## src/rtl/corner_collector.sv

```systemverilog
// ---------------------------------------------------------------------------
// corner_collector
//
// Collects corner detections from a pixel stream into a first-word-fall-
// through FIFO. Each interior corner (x != 0, y != 0) becomes an entry
// {1'b0, y[9:0], x[9:0]}. On frame end a marker {1'b1, count[19:0]} is
// written on the following edge. The marker carries the number of corners
// written since the previous marker. One FIFO slot is always held back for
// the marker, so corners only enter while fill_level <= DEPTH-2.
//
// Ports
//   clk          single clock, rising edge
//   rst          synchronous active-high reset
//   ce           pixel strobe; corner_in and coordinates valid when high
//   corner_in    corner decision for the current pixel
//   x_coord_in   column of the current pixel
//   y_coord_in   row of the current pixel
//   out_valid    head entry available (fill_level != 0)
//   out_ready    consumer accepts the head entry
//   out_data     head entry (bit 20 = marker flag)
//   fill_level   current FIFO occupancy
//   overflow     sticky: at least one corner dropped
//   marker_lost  sticky: at least one frame marker dropped
// ---------------------------------------------------------------------------
module corner_collector #(
  parameter int COL_NUM = 640,
  parameter int ROW_NUM = 480,
  parameter int DEPTH   = 64
) (
  input  logic                       clk,
  input  logic                       rst,
  input  logic                       ce,
  input  logic                       corner_in,
  input  logic [9:0]                 x_coord_in,
  input  logic [9:0]                 y_coord_in,
  output logic                       out_valid,
  input  logic                       out_ready,
  output logic [20:0]                out_data,
  output logic [$clog2(DEPTH):0]     fill_level,
  output logic                       overflow,
  output logic                       marker_lost
);

  localparam int AW = $clog2(DEPTH);

  localparam logic [AW:0] LVL_FULL   = (AW+1)'(DEPTH);
  localparam logic [AW:0] LVL_CORNER = (AW+1)'(DEPTH - 2);
  localparam logic [9:0]  X_LAST     = 10'(COL_NUM - 1);
  localparam logic [9:0]  Y_LAST     = 10'(ROW_NUM - 1);

  logic [20:0]   mem [DEPTH];
  logic [AW-1:0] wr_ptr;
  logic [AW-1:0] rd_ptr;
  logic [AW:0]   level;
  logic [19:0]   count;
  logic          pending;

  logic          pop;
  logic          corner_ev;
  logic          frame_end;
  logic          mk_wr;
  logic          mk_drop;
  logic          cn_wr;
  logic          cn_drop;
  logic [AW:0]   lvl_pop;
  logic [AW:0]   lvl_mk;
  logic [AW:0]   level_n;
  logic [AW-1:0] cn_addr;
  logic [19:0]   count_n;

  assign out_valid  = (level != '0);
  assign fill_level = level;
  // Gated so the output reads zero while empty, including straight after reset.
  assign out_data   = out_valid ? mem[rd_ptr] : '0;

  always_comb begin
    pop       = out_valid && out_ready;
    corner_ev = ce && corner_in && (x_coord_in != '0) && (y_coord_in != '0);
    frame_end = ce && (x_coord_in == X_LAST) && (y_coord_in == Y_LAST);

    // A pop in this cycle frees its slot before any push is judged.
    lvl_pop = level - (AW+1)'(pop);

    // The pending marker belongs to the finished frame, so it goes in ahead
    // of any corner arriving in the same cycle and is judged first.
    mk_wr   = pending && (lvl_pop != LVL_FULL);
    mk_drop = pending && !mk_wr;
    lvl_mk  = lvl_pop + (AW+1)'(mk_wr);

    cn_wr   = corner_ev && (lvl_mk <= LVL_CORNER);
    cn_drop = corner_ev && !cn_wr;
    cn_addr = wr_ptr + AW'(mk_wr);

    level_n = lvl_mk + (AW+1)'(cn_wr);

    // The marker edge restarts the count; a corner on that same edge already
    // belongs to the new frame.
    count_n = (pending ? 20'd0 : count) + 20'(cn_wr);
  end

  // Control state
  always_ff @(posedge clk) begin
    if (rst) begin
      wr_ptr      <= '0;
      rd_ptr      <= '0;
      level       <= '0;
      count       <= '0;
      pending     <= 1'b0;
      overflow    <= 1'b0;
      marker_lost <= 1'b0;
    end else begin
      wr_ptr  <= wr_ptr + AW'(mk_wr) + AW'(cn_wr);
      rd_ptr  <= rd_ptr + AW'(pop);
      level   <= level_n;
      count   <= count_n;
      pending <= frame_end;
      if (cn_drop) overflow    <= 1'b1;
      if (mk_drop) marker_lost <= 1'b1;
    end
  end

  // Storage; not reset, the level/pointers define what is valid
  always_ff @(posedge clk) begin
    if (!rst) begin
      if (mk_wr) mem[wr_ptr]  <= {1'b1, count};
      if (cn_wr) mem[cn_addr] <= {1'b0, y_coord_in, x_coord_in};
    end
  end

endmodule

```

## config.mk

```make
export PLATFORM = sky130hd
export DESIGN_NAME = corner_collector
export DESIGN_NICKNAME = d
export VERILOG_FILES = /design/src/rtl/corner_collector.sv
export SDC_FILE = /design/constraint.sdc
export NUM_CORES = 2
export LEC_CHECK = 0
export BUFFER_PORTS_ARGS = -buffer_cell sky130_fd_sc_hd__buf_4
export CAP_MARGIN = 20
export CORE_ASPECT_RATIO = 1.2
export CORE_MARGIN = 8
export CORE_UTILIZATION = 35
export DETAILED_ROUTE_END_ITERATION = 8
export PLACE_DENSITY_LB_ADDON = 0.05
export REMOVE_ABC_BUFFERS = 1
export SLEW_MARGIN = 20
export SYNTH_ARGS = -nofsm -noshare
export SYNTH_HDL_FRONTEND = slang
export SYNTH_SLANG_ARGS = --single-unit
```

## constraint.sdc

```tcl
create_clock -name clk -period 13.8 [get_ports clk]
set_input_delay 2.07 -clock clk [delete_from_list [all_inputs] [get_ports clk]]
set_output_delay 2.07 -clock clk [all_outputs]
set_load 0.03 [all_outputs]
```

==> metrics.txt <==
outcome=completed; Clk Latency, worst-skew pair=0.83 ns; simple-gate share of the synthesized area=10.7%; Critical Path Start=out_ready; sequential fraction of design power=42.6%; WL per Instance=40.8 um; Die ar.=0.238 mm2; routing usage on met1=39.4%; switching part of the total=30.0%; fin nets=5,732; worst hold start=mem[2][20]; Via density=a little over 6; CTS HTree Levels=4; yosys warns=0; postcts setup bufs=0; Area contributors post-synth=edfxtp_1 49%, mux2_2 15%, mux4_2 12%; Post-Synth XOR/XNOR Area=0.437%; gpl congestion=0.897; Post-synth EDFFs=1,280; R2R Path Start=fill_level[3]; post-synthesis adder-cell area fraction=0.209%; Initial DRC Count=roughly 6,500; M2 GR Usage=a little under half; R2R Path End=mem[29][12]; grt total ovfl=0; dpl hpwl=about 240 mm; Area Growth Syn to Fin=11.1%; count of final setup violators=0; mux cell area share after synthesis=31.2%; Worst Reg-to-Reg Cells=19; CTS max path bufs=3; final slew viol count=0; port bufs=55; Routed WL=360 mm; leak pwr=27.5 nW; Crit path largest cell delay=0.96 ns; first-pass GRT wire length=481 mm; Hold EP=mem[2][20]; Cell Pwr Density=125 mW/mm2; CTS clk-pin slew, worst paths=0.06 ns; Distinct cells, synth=67; R2R setup slack=5.88 ns; Post-synth top cells=1,280 x edfxtp_1, 1,224 x nor2_1, 1,066 x mux2_2; CTS resizes=0; combinational share of power=about 17%; # IOs=between 50 and 60; CTS Buf Count=approximately 160; fmax=126 MHz; Setup crit start kind=input pin; Cell Chain, Critical Path=buf_4 > and2_1 > ha_1 > ha_1 > and2_1 > o31ai_1 > or3_1 > buf_4 > and2_1 > ha_1 > ha_1 > nand3_1 > xor2_1 > or3b_1 > nor4_1 > nand3_2 > o21ai_2 > buf_4; DIE WIDTH=447 um; placed cell area=roughly 0.081 mm2; sequential share of the synthesized area=52.1%; layout filler cell count=21,000; Worst-Margin Slew=1.32 ns; Slew headroom=11.8%; Critical Path Most Common Cell=ha_1; internal power=7.56 mW; fin crit share=57.7%; Hold-fix buffers, CTS=0; crit end category=register; Worst IR Drop VDD=0.143 mV; routed via count=53,100; Synth Register Bits=around 1,400; cell area after layout=0.0865 mm2; share of layout cells above drive strength 1=a little over a third; largest net degree at the start of global routing=146; Max Cap Violations=0; hold crit path type=reg2reg; Synth Cell Area=0.0779 mm2; Slowest-stage cell, CP=nor4_1; Mapped Avg Cell Area=13.2 um2; path type of the worst setup path=in2reg; dpl ws=5.23 ns; Critical Path RT=14.33 ns; Clk pwr share=around 40%; CTS tree=done; Worst Slack Setup Final=5.84 ns; count leader, synth=edfxtp_1; # rows=between 150 and 200; worst path arrival time=about 8.5 ns; NetSw=3.24 mW; Synth Area in Compound Gates=1.54%; RSZ-0062 raised after global routing=false; die height=533 um; vias in the first global route=51,900; DRT Pass-1 Iters=6; clk sinks=1,386; worst hold stages=1; Setup Skew=between 0.02 and 0.03 ns; CP max FO=22; most used flip-flop cell after synthesis=edfxtp_1; leading area contributor after synthesis=edfxtp_1; post-synth top area share=49.4%; shortest clock period the worst path allows after layout=7.96 ns; GR peak layer=met2; Post-Syn Instances=5,890; GRT Util Overall=29.4%; cell chosen for the clock root=clkbuf_16; met3 usage=around 4.1%; main combinational cell family by area after synthesis=multiplexers; Initial Util=approximately a third; FFs w/ async S/R, synth=0%; drt drc=0; CORE AREA=~0.22 mm2; Antenna Nets Post-Route=0; antenna violations before repair=28; Final Hold Vio Count=0
-- layout make-up --
| class | count | area, um2 | area share, % |
|---|---|---|---|
| tap | 2960 | 3700 | 4.28 |
| inverter | 6 | 22.5 | 0.0260 |
| clock inverter | 71 | 607 | 0.701 |
| antenna | 13 | 32.5 | 0.0376 |
| sequential | 1386 | 40600 | 46.9 |
| multi-input combinational | 3873 | 35000 | 40.4 |
| timing repair buffer | 266 | 2120 | 2.45 |
| clock buffer | 230 | 4490 | 5.19 |
-- power groups by stage --
stage	logic (mW)	clock network, mW	registers [mW]
finish	1.88	4.31	4.60
global route	1.93	4.50	4.60
CTS	1.91	4.38	4.60
detailed placement	1.90	0	4.69
global placement	1.90	0	4.69
floorplan	1.16	0	4.87
-- critical path, delay by kind of cell --
family	cells	cell delay (ns)
buffers and inverters	3	0.67
AO/OA/AOI/OAI	2	1.21
adder cells (fa/ha/maj)	4	1.01
XOR/XNOR	1	0.24
AND/OR/NAND/NOR	8	3.24
-- cells by family after synthesis --
kind of cell / Yosys count
simple gates: 1888
mux: 1745
flops: 1386
buf+inv: 631
compound gates: 189
xor+xnor: 38
fa+ha+maj: 13
-- layer usage --
layer	routed length (um)	up-vias
met4	22400	8
met2	166000	2327
met5	54	-
li1	-	21700
met3	23500	513
met1	148000	28600
-- layout by cell type, fill, tap and decap left out, types with 13 or more instances in the layout --
master,n
nand3_2,16
mux2_2,1066
xnor2_1,25
nand2_1,203
diode_2,13
dfxtp_1,100
and2_1,26
o21ai_4,21
nor3_1,196
nand4_2,24
clkinv_2,17
nand4_1,43
nor2_1,1219
nand3_1,28
edfxtp_1,1280
clkbuf_1,52
clkbuf_16,164
o21a_1,65
o22ai_1,21
nor2b_1,19
nor4_1,22
a21oi_1,13
nand2b_1,13
ha_1,13
o21ai_2,42
mux4_2,420
mux2_1,215
buf_4,256
clkinv_1,31
clkbuf_8,14
mux2i_1,43
-- metrics by stage --
stage | power, mW | std cells | hold slack [ns] | setup TNS, ns | util [%]
after global placement | 6.60 | 8488 | 0.441 | 0 | 36.7
after CTS | 10.9 | 8791 | 0.463 | 0 | 39.1
after global routing | 11.0 | 8798 | 0.480 | 0 | 39.1
final | 10.8 | 8805 | 0.460 | 0 | 39.1
after detailed placement | 6.60 | 8490 | 0.448 | 0 | 36.8
after floorplan | 6.03 | 5265 | 0.435 | -86.11 | -
-- worst max-delay path by stage --
stage,to,cells after the start
after detailed placement,mem[29][12],18
after global placement,mem[59][19],18
after global routing,mem[29][12],19
final,mem[29][12],18
after CTS,out_data[18],7
after floorplan,out_data[0],4
-- state kept, by name, summed over array words and instances (netlist names) --
| register | cells |
|---|---|
| pending | 1 |
| overflow | 1 |
| fill_level | 7 |
| mem | 1344 |
| count | 20 |
| wr_ptr | 6 |
| rd_ptr | 6 |
| marker_lost | 1 |
(Power assumes the default switching activity.)
